==> config.mk <==
export PLATFORM = sky130hd
export DESIGN_NAME = cvxif_table_decoder
export DESIGN_NICKNAME = d
export VERILOG_FILES = /design/src/rtl/cvxif_table_decoder.sv
export SDC_FILE = /design/constraint.sdc
export NUM_CORES = 2
export LEC_CHECK = 0
export ABC_CLOCK_PERIOD_IN_PS = 16800
export BUFFER_PORTS_ARGS = -buffer_cell sky130_fd_sc_hd__buf_4
export CORE_UTILIZATION = 25
export CTS_CLUSTER_DIAMETER = 80
export DETAILED_ROUTE_END_ITERATION = 7
export GPL_TIMING_DRIVEN = 1
export PLACE_DENSITY_LB_ADDON = 0.25
export SLEW_MARGIN = 40
export SYNTH_ARGS = -nofsm -noshare
export SYNTH_HDL_FRONTEND = slang
export SYNTH_SLANG_ARGS = --single-unit
export TNS_END_PERCENT = 20
==> constraint.sdc <==
create_clock -name clk_i -period 16.8 [get_ports clk_i]
set_input_delay 1.68 -clock clk_i [delete_from_list [all_inputs] [get_ports clk_i]]
set_output_delay 1.68 -clock clk_i [all_outputs]
set_load 0.02 [all_outputs]
==> src/rtl/cvxif_table_decoder.sv <==
// CV-X-IF coprocessor front end: programmable decode table plus an
// in-order issue queue that releases committed instructions.
module cvxif_table_decoder #(
  parameter int unsigned NbEntries = 16,
  parameter int unsigned FifoDepth = 4,
  parameter int unsigned IdWidth   = 4,
  parameter int unsigned NrRs      = 3,
  parameter int unsigned XLEN      = 32
) (
  input  logic                         clk_i,
  input  logic                         rst_i,
  input  logic                         flush_i,
  input  logic                         cfg_we_i,
  input  logic [$clog2(NbEntries)-1:0] cfg_idx_i,
  input  logic                         cfg_en_i,
  input  logic [31:0]                  cfg_instr_i,
  input  logic [31:0]                  cfg_mask_i,
  input  logic [3:0]                   cfg_opcode_i,
  input  logic                         cfg_wb_i,
  input  logic [NrRs-1:0]              cfg_rr_i,
  input  logic                         issue_valid_i,
  output logic                         issue_ready_o,
  input  logic [31:0]                  issue_instr_i,
  input  logic [IdWidth-1:0]           issue_id_i,
  input  logic [NrRs*XLEN-1:0]         issue_rs_i,
  input  logic [NrRs-1:0]              issue_rs_valid_i,
  output logic                         issue_accept_o,
  output logic                         issue_writeback_o,
  output logic [NrRs-1:0]              issue_register_read_o,
  input  logic                         commit_valid_i,
  input  logic [IdWidth-1:0]           commit_id_i,
  input  logic                         commit_kill_i,
  output logic                         out_valid_o,
  input  logic                         out_ready_i,
  output logic [3:0]                   out_opcode_o,
  output logic [IdWidth-1:0]           out_id_o,
  output logic [4:0]                   out_rd_o,
  output logic                         out_we_o,
  output logic [NrRs*XLEN-1:0]         out_rs_o,
  output logic [$clog2(FifoDepth):0]   count_o
);

  localparam int unsigned IW = $clog2(NbEntries);
  localparam int unsigned PW = $clog2(FifoDepth);
  localparam int unsigned CW = PW + 1;

  // decode table
  logic [NbEntries-1:0] tv_q, tv_d;
  logic [31:0]          ti_q [NbEntries];
  logic [31:0]          ti_d [NbEntries];
  logic [31:0]          tm_q [NbEntries];
  logic [31:0]          tm_d [NbEntries];
  logic [3:0]           to_q [NbEntries];
  logic [3:0]           to_d [NbEntries];
  logic [NbEntries-1:0] tw_q, tw_d;
  logic [NrRs-1:0]      tr_q [NbEntries];
  logic [NrRs-1:0]      tr_d [NbEntries];

  // issue queue
  logic [IdWidth-1:0]   qid_q [FifoDepth];
  logic [IdWidth-1:0]   qid_d [FifoDepth];
  logic [3:0]           qop_q [FifoDepth];
  logic [3:0]           qop_d [FifoDepth];
  logic [4:0]           qrd_q [FifoDepth];
  logic [4:0]           qrd_d [FifoDepth];
  logic [NrRs*XLEN-1:0] qrs_q [FifoDepth];
  logic [NrRs*XLEN-1:0] qrs_d [FifoDepth];
  logic [FifoDepth-1:0] qwe_q, qwe_d;
  logic [FifoDepth-1:0] qc_q, qc_d;
  logic [FifoDepth-1:0] qk_q, qk_d;
  logic [FifoDepth-1:0] occ;

  logic [PW-1:0] rptr_q, rptr_d;
  logic [PW-1:0] wptr_q, wptr_d;
  logic [CW-1:0] count_q, count_d;
  logic          out_valid_q, out_valid_d;

  logic                 hit;
  logic [IW-1:0]        hit_idx;
  logic [NrRs-1:0]      rr_sel;
  logic                 ops_ok;
  logic                 full;
  logic                 enq;
  logic                 pop;
  logic                 same_cmt;
  logic [NrRs*XLEN-1:0] rs_m;

  always_comb begin
    tv_d = tv_q;
    ti_d = ti_q;
    tm_d = tm_q;
    to_d = to_q;
    tw_d = tw_q;
    tr_d = tr_q;
    if (cfg_we_i) begin
      tv_d[cfg_idx_i] = cfg_en_i;
      ti_d[cfg_idx_i] = cfg_instr_i;
      tm_d[cfg_idx_i] = cfg_mask_i;
      to_d[cfg_idx_i] = cfg_opcode_i;
      tw_d[cfg_idx_i] = cfg_wb_i;
      tr_d[cfg_idx_i] = cfg_rr_i;
    end
  end

  always_comb begin
    hit     = 1'b0;
    hit_idx = '0;
    for (int k = 0; k < NbEntries; k++) begin
      if (!hit && tv_q[k] &&
          ((issue_instr_i & tm_q[k]) == ti_q[k])) begin
        hit     = 1'b1;
        hit_idx = IW'(k);
      end
    end
  end

  assign rr_sel = tr_q[hit_idx];
  assign ops_ok = (issue_rs_valid_i & rr_sel) == rr_sel;
  assign full   = count_q == CW'(FifoDepth);

  assign issue_ready_o = !rst_i && (!hit || (!full && ops_ok));
  assign issue_accept_o = hit && issue_ready_o;
  assign issue_writeback_o = issue_accept_o && tw_q[hit_idx];
  assign issue_register_read_o =
    issue_accept_o ? rr_sel : '0;

  assign enq = issue_valid_i && issue_accept_o && !flush_i;
  assign same_cmt = commit_valid_i && (commit_id_i == issue_id_i);

  always_comb begin
    rs_m = '0;
    for (int j = 0; j < NrRs; j++) begin
      if (rr_sel[j])
        rs_m[j*XLEN +: XLEN] = issue_rs_i[j*XLEN +: XLEN];
    end
  end

  // slot i is live when its distance from the head is below the count
  always_comb begin
    occ = '0;
    for (int i = 0; i < FifoDepth; i++)
      occ[i] = CW'(PW'(PW'(i) - rptr_q)) < count_q;
  end

  assign pop = (count_q != '0) && qc_q[rptr_q] &&
               (qk_q[rptr_q] || (out_valid_q && out_ready_i));

  always_comb begin
    qid_d = qid_q;
    qop_d = qop_q;
    qrd_d = qrd_q;
    qrs_d = qrs_q;
    qwe_d = qwe_q;
    qc_d  = qc_q;
    qk_d  = qk_q;
    for (int i = 0; i < FifoDepth; i++) begin
      if (occ[i] && commit_valid_i && qid_q[i] == commit_id_i) begin
        qc_d[i] = 1'b1;
        qk_d[i] = commit_kill_i;
      end
    end
    if (enq) begin
      qid_d[wptr_q] = issue_id_i;
      qop_d[wptr_q] = to_q[hit_idx];
      qrd_d[wptr_q] = issue_instr_i[11:7];
      qrs_d[wptr_q] = rs_m;
      qwe_d[wptr_q] = tw_q[hit_idx];
      qc_d[wptr_q]  = same_cmt;
      qk_d[wptr_q]  = same_cmt && commit_kill_i;
    end
    wptr_d  = wptr_q + PW'(enq);
    rptr_d  = rptr_q + PW'(pop);
    count_d = count_q + CW'(enq) - CW'(pop);
    if (flush_i) begin
      wptr_d  = '0;
      rptr_d  = '0;
      count_d = '0;
    end
    out_valid_d = (count_d != '0) && qc_d[rptr_d] && !qk_d[rptr_d];
  end

  always_ff @(posedge clk_i) begin
    if (rst_i) begin
      tv_q        <= '0;
      qc_q        <= '0;
      qk_q        <= '0;
      rptr_q      <= '0;
      wptr_q      <= '0;
      count_q     <= '0;
      out_valid_q <= 1'b0;
    end else begin
      tv_q        <= tv_d;
      qc_q        <= qc_d;
      qk_q        <= qk_d;
      rptr_q      <= rptr_d;
      wptr_q      <= wptr_d;
      count_q     <= count_d;
      out_valid_q <= out_valid_d;
    end
  end

  // payload storage needs no reset; validity lives in the flops above
  always_ff @(posedge clk_i) begin
    ti_q  <= ti_d;
    tm_q  <= tm_d;
    to_q  <= to_d;
    tw_q  <= tw_d;
    tr_q  <= tr_d;
    qid_q <= qid_d;
    qop_q <= qop_d;
    qrd_q <= qrd_d;
    qrs_q <= qrs_d;
    qwe_q <= qwe_d;
  end

  assign out_valid_o  = out_valid_q;
  assign out_opcode_o = qop_q[rptr_q];
  assign out_id_o     = qid_q[rptr_q];
  assign out_rd_o     = qrd_q[rptr_q];
  assign out_we_o     = qwe_q[rptr_q];
  assign out_rs_o     = qrs_q[rptr_q];
  assign count_o      = count_q;

endmodule
==> out/qor.json <==
{
  "p_seq_frac": {"value": 0.506},
  "rel_slew_slack": {"value": 0.374},
  "cap_viol_max_count": {"value": 0},
  "worst_path_largest_cell_delay": {"value": 700, "unit": "ps"},
  "cts_tree": {"value": "yes"},
  "path_depth": {"value": 17},
  "reg_to_reg_slack_setup": {"value": 9460, "unit": "ps"},
  "postCtsSetupRepairBufs": {"value": 0},
  "coreArea": {"value": 268000, "unit": "um^2"},
  "route.top_layer_used": {"value": "met5"},
  "cp_top_family": {"value": "simple AND/OR/NAND/NOR gates"},
  "library_cell_occupying_the_most_area_in_the_post_synthesis_netlist": {"value": "sky130_fd_sc_hd__edfxtp_1"},
  "cts_hold_buffers": {"value": 0},
  "met1Wirelength": {"value": 112000, "unit": "um"},
  "routed_len_inst": {"value": 31.5, "unit": "um"},
  "netlist_instances": {"value": 4262},
  "cts.path.max_buffers": {"value": 3},
  "top_level_ports": {"value": 344},
  "final-hold-violation-count": {"value": 0},
  "pwr-share-clk": {"value": 0.446},
  "detailedRoute.firstPassIterationCount": {"value": 5},
  "chipWidth": {"value": 522, "unit": "um"},
  "first_global_vias": {"value": 41100},
  "critPathMostFrequentCell": {"value": "sky130_fd_sc_hd__buf_4"},
  "synth-seq-area-share": {"value": 0.718},
  "ys_warn_count": {"value": 0},
  "setup_repair_after_global_routing_missed_its_margin": {"value": "false"},
  "cts.reportedPaths.clkPinSlew": {"value": 60, "unit": "ps"},
  "power.share.combinational": {"value": 0.048},
  "crit_path_end_kind": {"value": "primary output"},
  "cts_sinks": {"value": 1624},
  "timing.critical_path.slowest_stage_cell": {"value": "sky130_fd_sc_hd__or3_1"},
  "mostFrequentLayoutCells": {"value": "sky130_fd_sc_hd__edfxtp_1 (1592), sky130_fd_sc_hd__buf_4 (394), sky130_fd_sc_hd__nand2_1 (267)"},
  "placedCellCount": {"value": 8071},
  "initial_antenna_violation_count": {"value": 54},
  "dpl.hpwl": {"value": 168000, "unit": "um"},
  "final_layout_size_suffix_gt1_frac": {"value": 0.180},
  "fin_nets": {"value": 4934},
  "place.gp.congestion": {"value": 0.916},
  "synth_async_sr_flop_share": {"value": 0},
  "numPortBuffers": {"value": 343},
  "totalWireLength": {"value": 265000, "unit": "um"},
  "wl_met3": {"value": 26200, "unit": "um"},
  "cts_resized": {"value": 0},
  "timing.critical_path.buf_inv": {"value": 2},
  "setup_total_negative_slack": {"value": 0, "unit": "ps"},
  "internal_power": {"value": 6.88, "unit": "mW"},
  "share_of_the_core_filled_with_cells_in_the_final_layout": {"value": 0.301},
  "vias_per_cell": {"value": 5.19},
  "cts_root_buffer": {"value": "sky130_fd_sc_hd__clkbuf_16"},
  "tightest_slew": {"value": 930, "unit": "ps"},
  "synth_cell_type_count": {"value": 91},
  "p_sw": {"value": 2.06, "unit": "mW"},
  "drc_errors": {"value": 0},
  "fmax": {"value": 0.105, "unit": "GHz"},
  "mappedNetlistArea": {"value": 67500, "unit": "um^2"},
  "syn2layout_area_growth": {"value": 19.7, "unit": "%"},
  "avgSynthCellArea": {"value": 15.8, "unit": "um^2"},
  "status": {"value": "finished, final reports clean"},
  "crit_required": {"value": 15120, "unit": "ps"},
  "grt_first_pass_wirelength": {"value": 353000, "unit": "um"},
  "most_instantiated_flip_flop_cell_in_the_synthesis_netlist": {"value": "sky130_fd_sc_hd__edfxtp_1"},
  "gr-usage-all-layers": {"value": 0.190},
  "powerDensity": {"value": 111, "unit": "nW/um^2"},
  "finalMaxSlewViolations": {"value": 0},
  "place_ws": {"value": 7530, "unit": "ps"},
  "most_common_cell_after_layout_fill_and_taps_aside": {"value": "sky130_fd_sc_hd__edfxtp_1"},
  "layout.cells.non_filler": {"value": 8418},
  "ys_ff_latch": {"value": 1624},
  "timing.rr.start": {"value": "tm_q[321]"},
  "timing.final.crit_share": {"value": 0.565},
  "final_antenna_net_count": {"value": 0},
  "worst-endpoint-arrival": {"value": 7820, "unit": "ps"},
  "timing.clock.skew": {"value": 48.5, "unit": "ps"},
  "grt_start_max_net_pins": {"value": 70},
  "setup-violations-final": {"value": 0},
  "finalWorstPathRequiredPeriod": {"value": 9500, "unit": "ps"},
  "worst-setup-path-type": {"value": "input port to primary output"},
  "met2_wirelength": {"value": 118000, "unit": "um"},
  "num-fill-cells": {"value": 26800},
  "critical_path.cell_chain": {"value": "buf_4 > a21boi_1 > nor4b_1 > nand4_1 > nor2_1 > and3_1 > o21ai_0 > a21boi_0 > or3_1 > mux2i_1 > a22o_1 > nor3_2 > a311oi_4 > nand2_1 > nor3_1 > nor2b_1 > buf_4"},
  "via_count": {"value": 43700},
  "peakVddDrop": {"value": 0.113, "unit": "mV"},
  "worst-r2r-cell-count": {"value": 25},
  "htreeDepth": {"value": 4},
  "synthesized_net_count": {"value": 4495},
  "synth.area.top_cells": {"value": "sky130_fd_sc_hd__edfxtp_1 (71%), sky130_fd_sc_hd__mux4_2 (3.8%), sky130_fd_sc_hd__and3b_1 (3.1%)"},
  "clock_latency": {"value": 860, "unit": "ps"},
  "drt_iter0_drc": {"value": 6232},
  "cts_inserted_buffers": {"value": 177},
  "globalRoute.totalOverflow": {"value": 0},
  "start_util": {"value": 0.252},
  "row_count": {"value": 190},
  "area_share_of_the_leading_cell_type_in_the_synthesized_netlist": {"value": 0.708},
  "setup_slack": {"value": 7300, "unit": "ps"},
  "crit_path_start": {"value": "issue_instr_i[9]"},
  "netSwitchingFraction": {"value": 0.231},
  "holdCritPathClass": {"value": "flip-flop to flip-flop"},
  "regToRegEndpoint": {"value": "out_valid_o"},
  "critPathCapture": {"value": "issue_register_read_o[2]"},
  "die_height": {"value": 522, "unit": "um"},
  "dieArea": {"value": 272000, "unit": "um^2"},
  "power.leakage": {"value": 27.1, "unit": "nW"},
  "synth-edff-count": {"value": 1592},
  "worstSetupStartpointType": {"value": "input port"},
  "worst-path-max-fanout": {"value": 36}
}
-- Yosys cell counts (97+ instances only) --
cell type / n
sky130_fd_sc_hd__and3_1: 97
sky130_fd_sc_hd__a211oi_1: 110
sky130_fd_sc_hd__a21oi_1: 121
sky130_fd_sc_hd__mux4_2: 114
sky130_fd_sc_hd__nand2_1: 267
sky130_fd_sc_hd__edfxtp_1: 1592
sky130_fd_sc_hd__xor2_1: 102
sky130_fd_sc_hd__nor2b_1: 108
sky130_fd_sc_hd__nand3_1: 143
sky130_fd_sc_hd__and3b_1: 237
sky130_fd_sc_hd__a21boi_0: 243
sky130_fd_sc_hd__nor4_1: 182
sky130_fd_sc_hd__nor2_1: 98
-- per-stage QoR --
step                      power [mW]  area, um^2  hold slack, ps
after floorplan                 4.75       67500             453
after global routing            9.17       80700             509
after global placement          5.03       74400             466
after detailed placement        5.04       74800             480
after CTS                       9.01       80700             488
final                           8.94       80800             494
-- cell families (layout without fill, tap and decap cells) --
kind of cell / Yosys count / after routing / synth area share
other: 0 / 20 / 0
xor gates and xnor gates: 113 / 113 / 0.0147
AOI/OAI and AO/OA: 766 / 766 / 0.0827
and+or+nand+nor: 1393 / 1393 / 0.124
buffers and inverters: 189 / 773 / 0.0131
DFF: 1624 / 1624 / 0.718
adders and majority gates: 9 / 9 / 0.00178
muxes: 168 / 168 / 0.0462
-- worst min-delay path, stage by stage (launching register included) --
cell and delay [ps]:
sky130_fd_sc_hd__dfxtp_1 310, sky130_fd_sc_hd__o21ai_0 70, sky130_fd_sc_hd__a21oi_1 70
-- worst min-delay path by stage --
stage / start / endpoint / slack [ps] / cells after the start
final: tv_q[6] / tv_q[6] / 490 / 2
after global placement: tv_q[6] / tv_q[6] / 470 / 2
after detailed placement: tv_q[6] / tv_q[6] / 480 / 2
after global routing: tv_q[6] / tv_q[6] / 510 / 2
after floorplan: qk_q[0] / qk_q[0] / 450 / 2
after CTS: tv_q[6] / tv_q[6] / 490 / 2
-- cell type report --
cell class	count	area [um^2]	area share
Sequential cell	1624	48500	0.600
Antenna cell	20	50.0	0.000620
Clock inverter	98	1190	0.0148
Multi-Input combinational cell	2449	18500	0.229
Timing Repair Buffer	418	3290	0.0407
Tap cell	3552	4440	0.0550
Clock buffer	226	4710	0.0583
Inverter	31	121	0.00150
-- flip-flops by register name, indices dropped and copies added (netlist names) --
register and cells:
qrd_q 20, rptr_q 2, tm_q 512, ti_q 512
qrs_q 384, tw_q 16, tr_q 48, tv_q 16
wptr_q 2, count_o 3, qk_q 4, qop_q 16
to_q 64, qc_q 4, qwe_q 4, out_valid_o 1
qid_q 16
-- per-layer routing --
layer | up-vias | track usage
met5 | - | 0
met4 | 16 | 0.0608
met3 | 408 | 0.0415
met2 | 2414 | 0.294
met1 | 22700 | 0.263
li1 | 18100 | -
-- power groups by stage --
| stage | sequential (mW) | clock [mW] | combinational, mW |
|---|---|---|---|
| 6_report | 4.52 | 3.99 | 0.433 |
| 3_5_place_dp | 4.61 | 0 | 0.427 |
| 3_3_place_gp | 4.61 | 0 | 0.422 |
| 2_1_floorplan | 4.61 | 0 | 0.146 |
| 5_1_grt | 4.53 | 4.20 | 0.443 |
| 4_1_cts | 4.52 | 4.06 | 0.429 |
(Power assumes the default switching activity.)
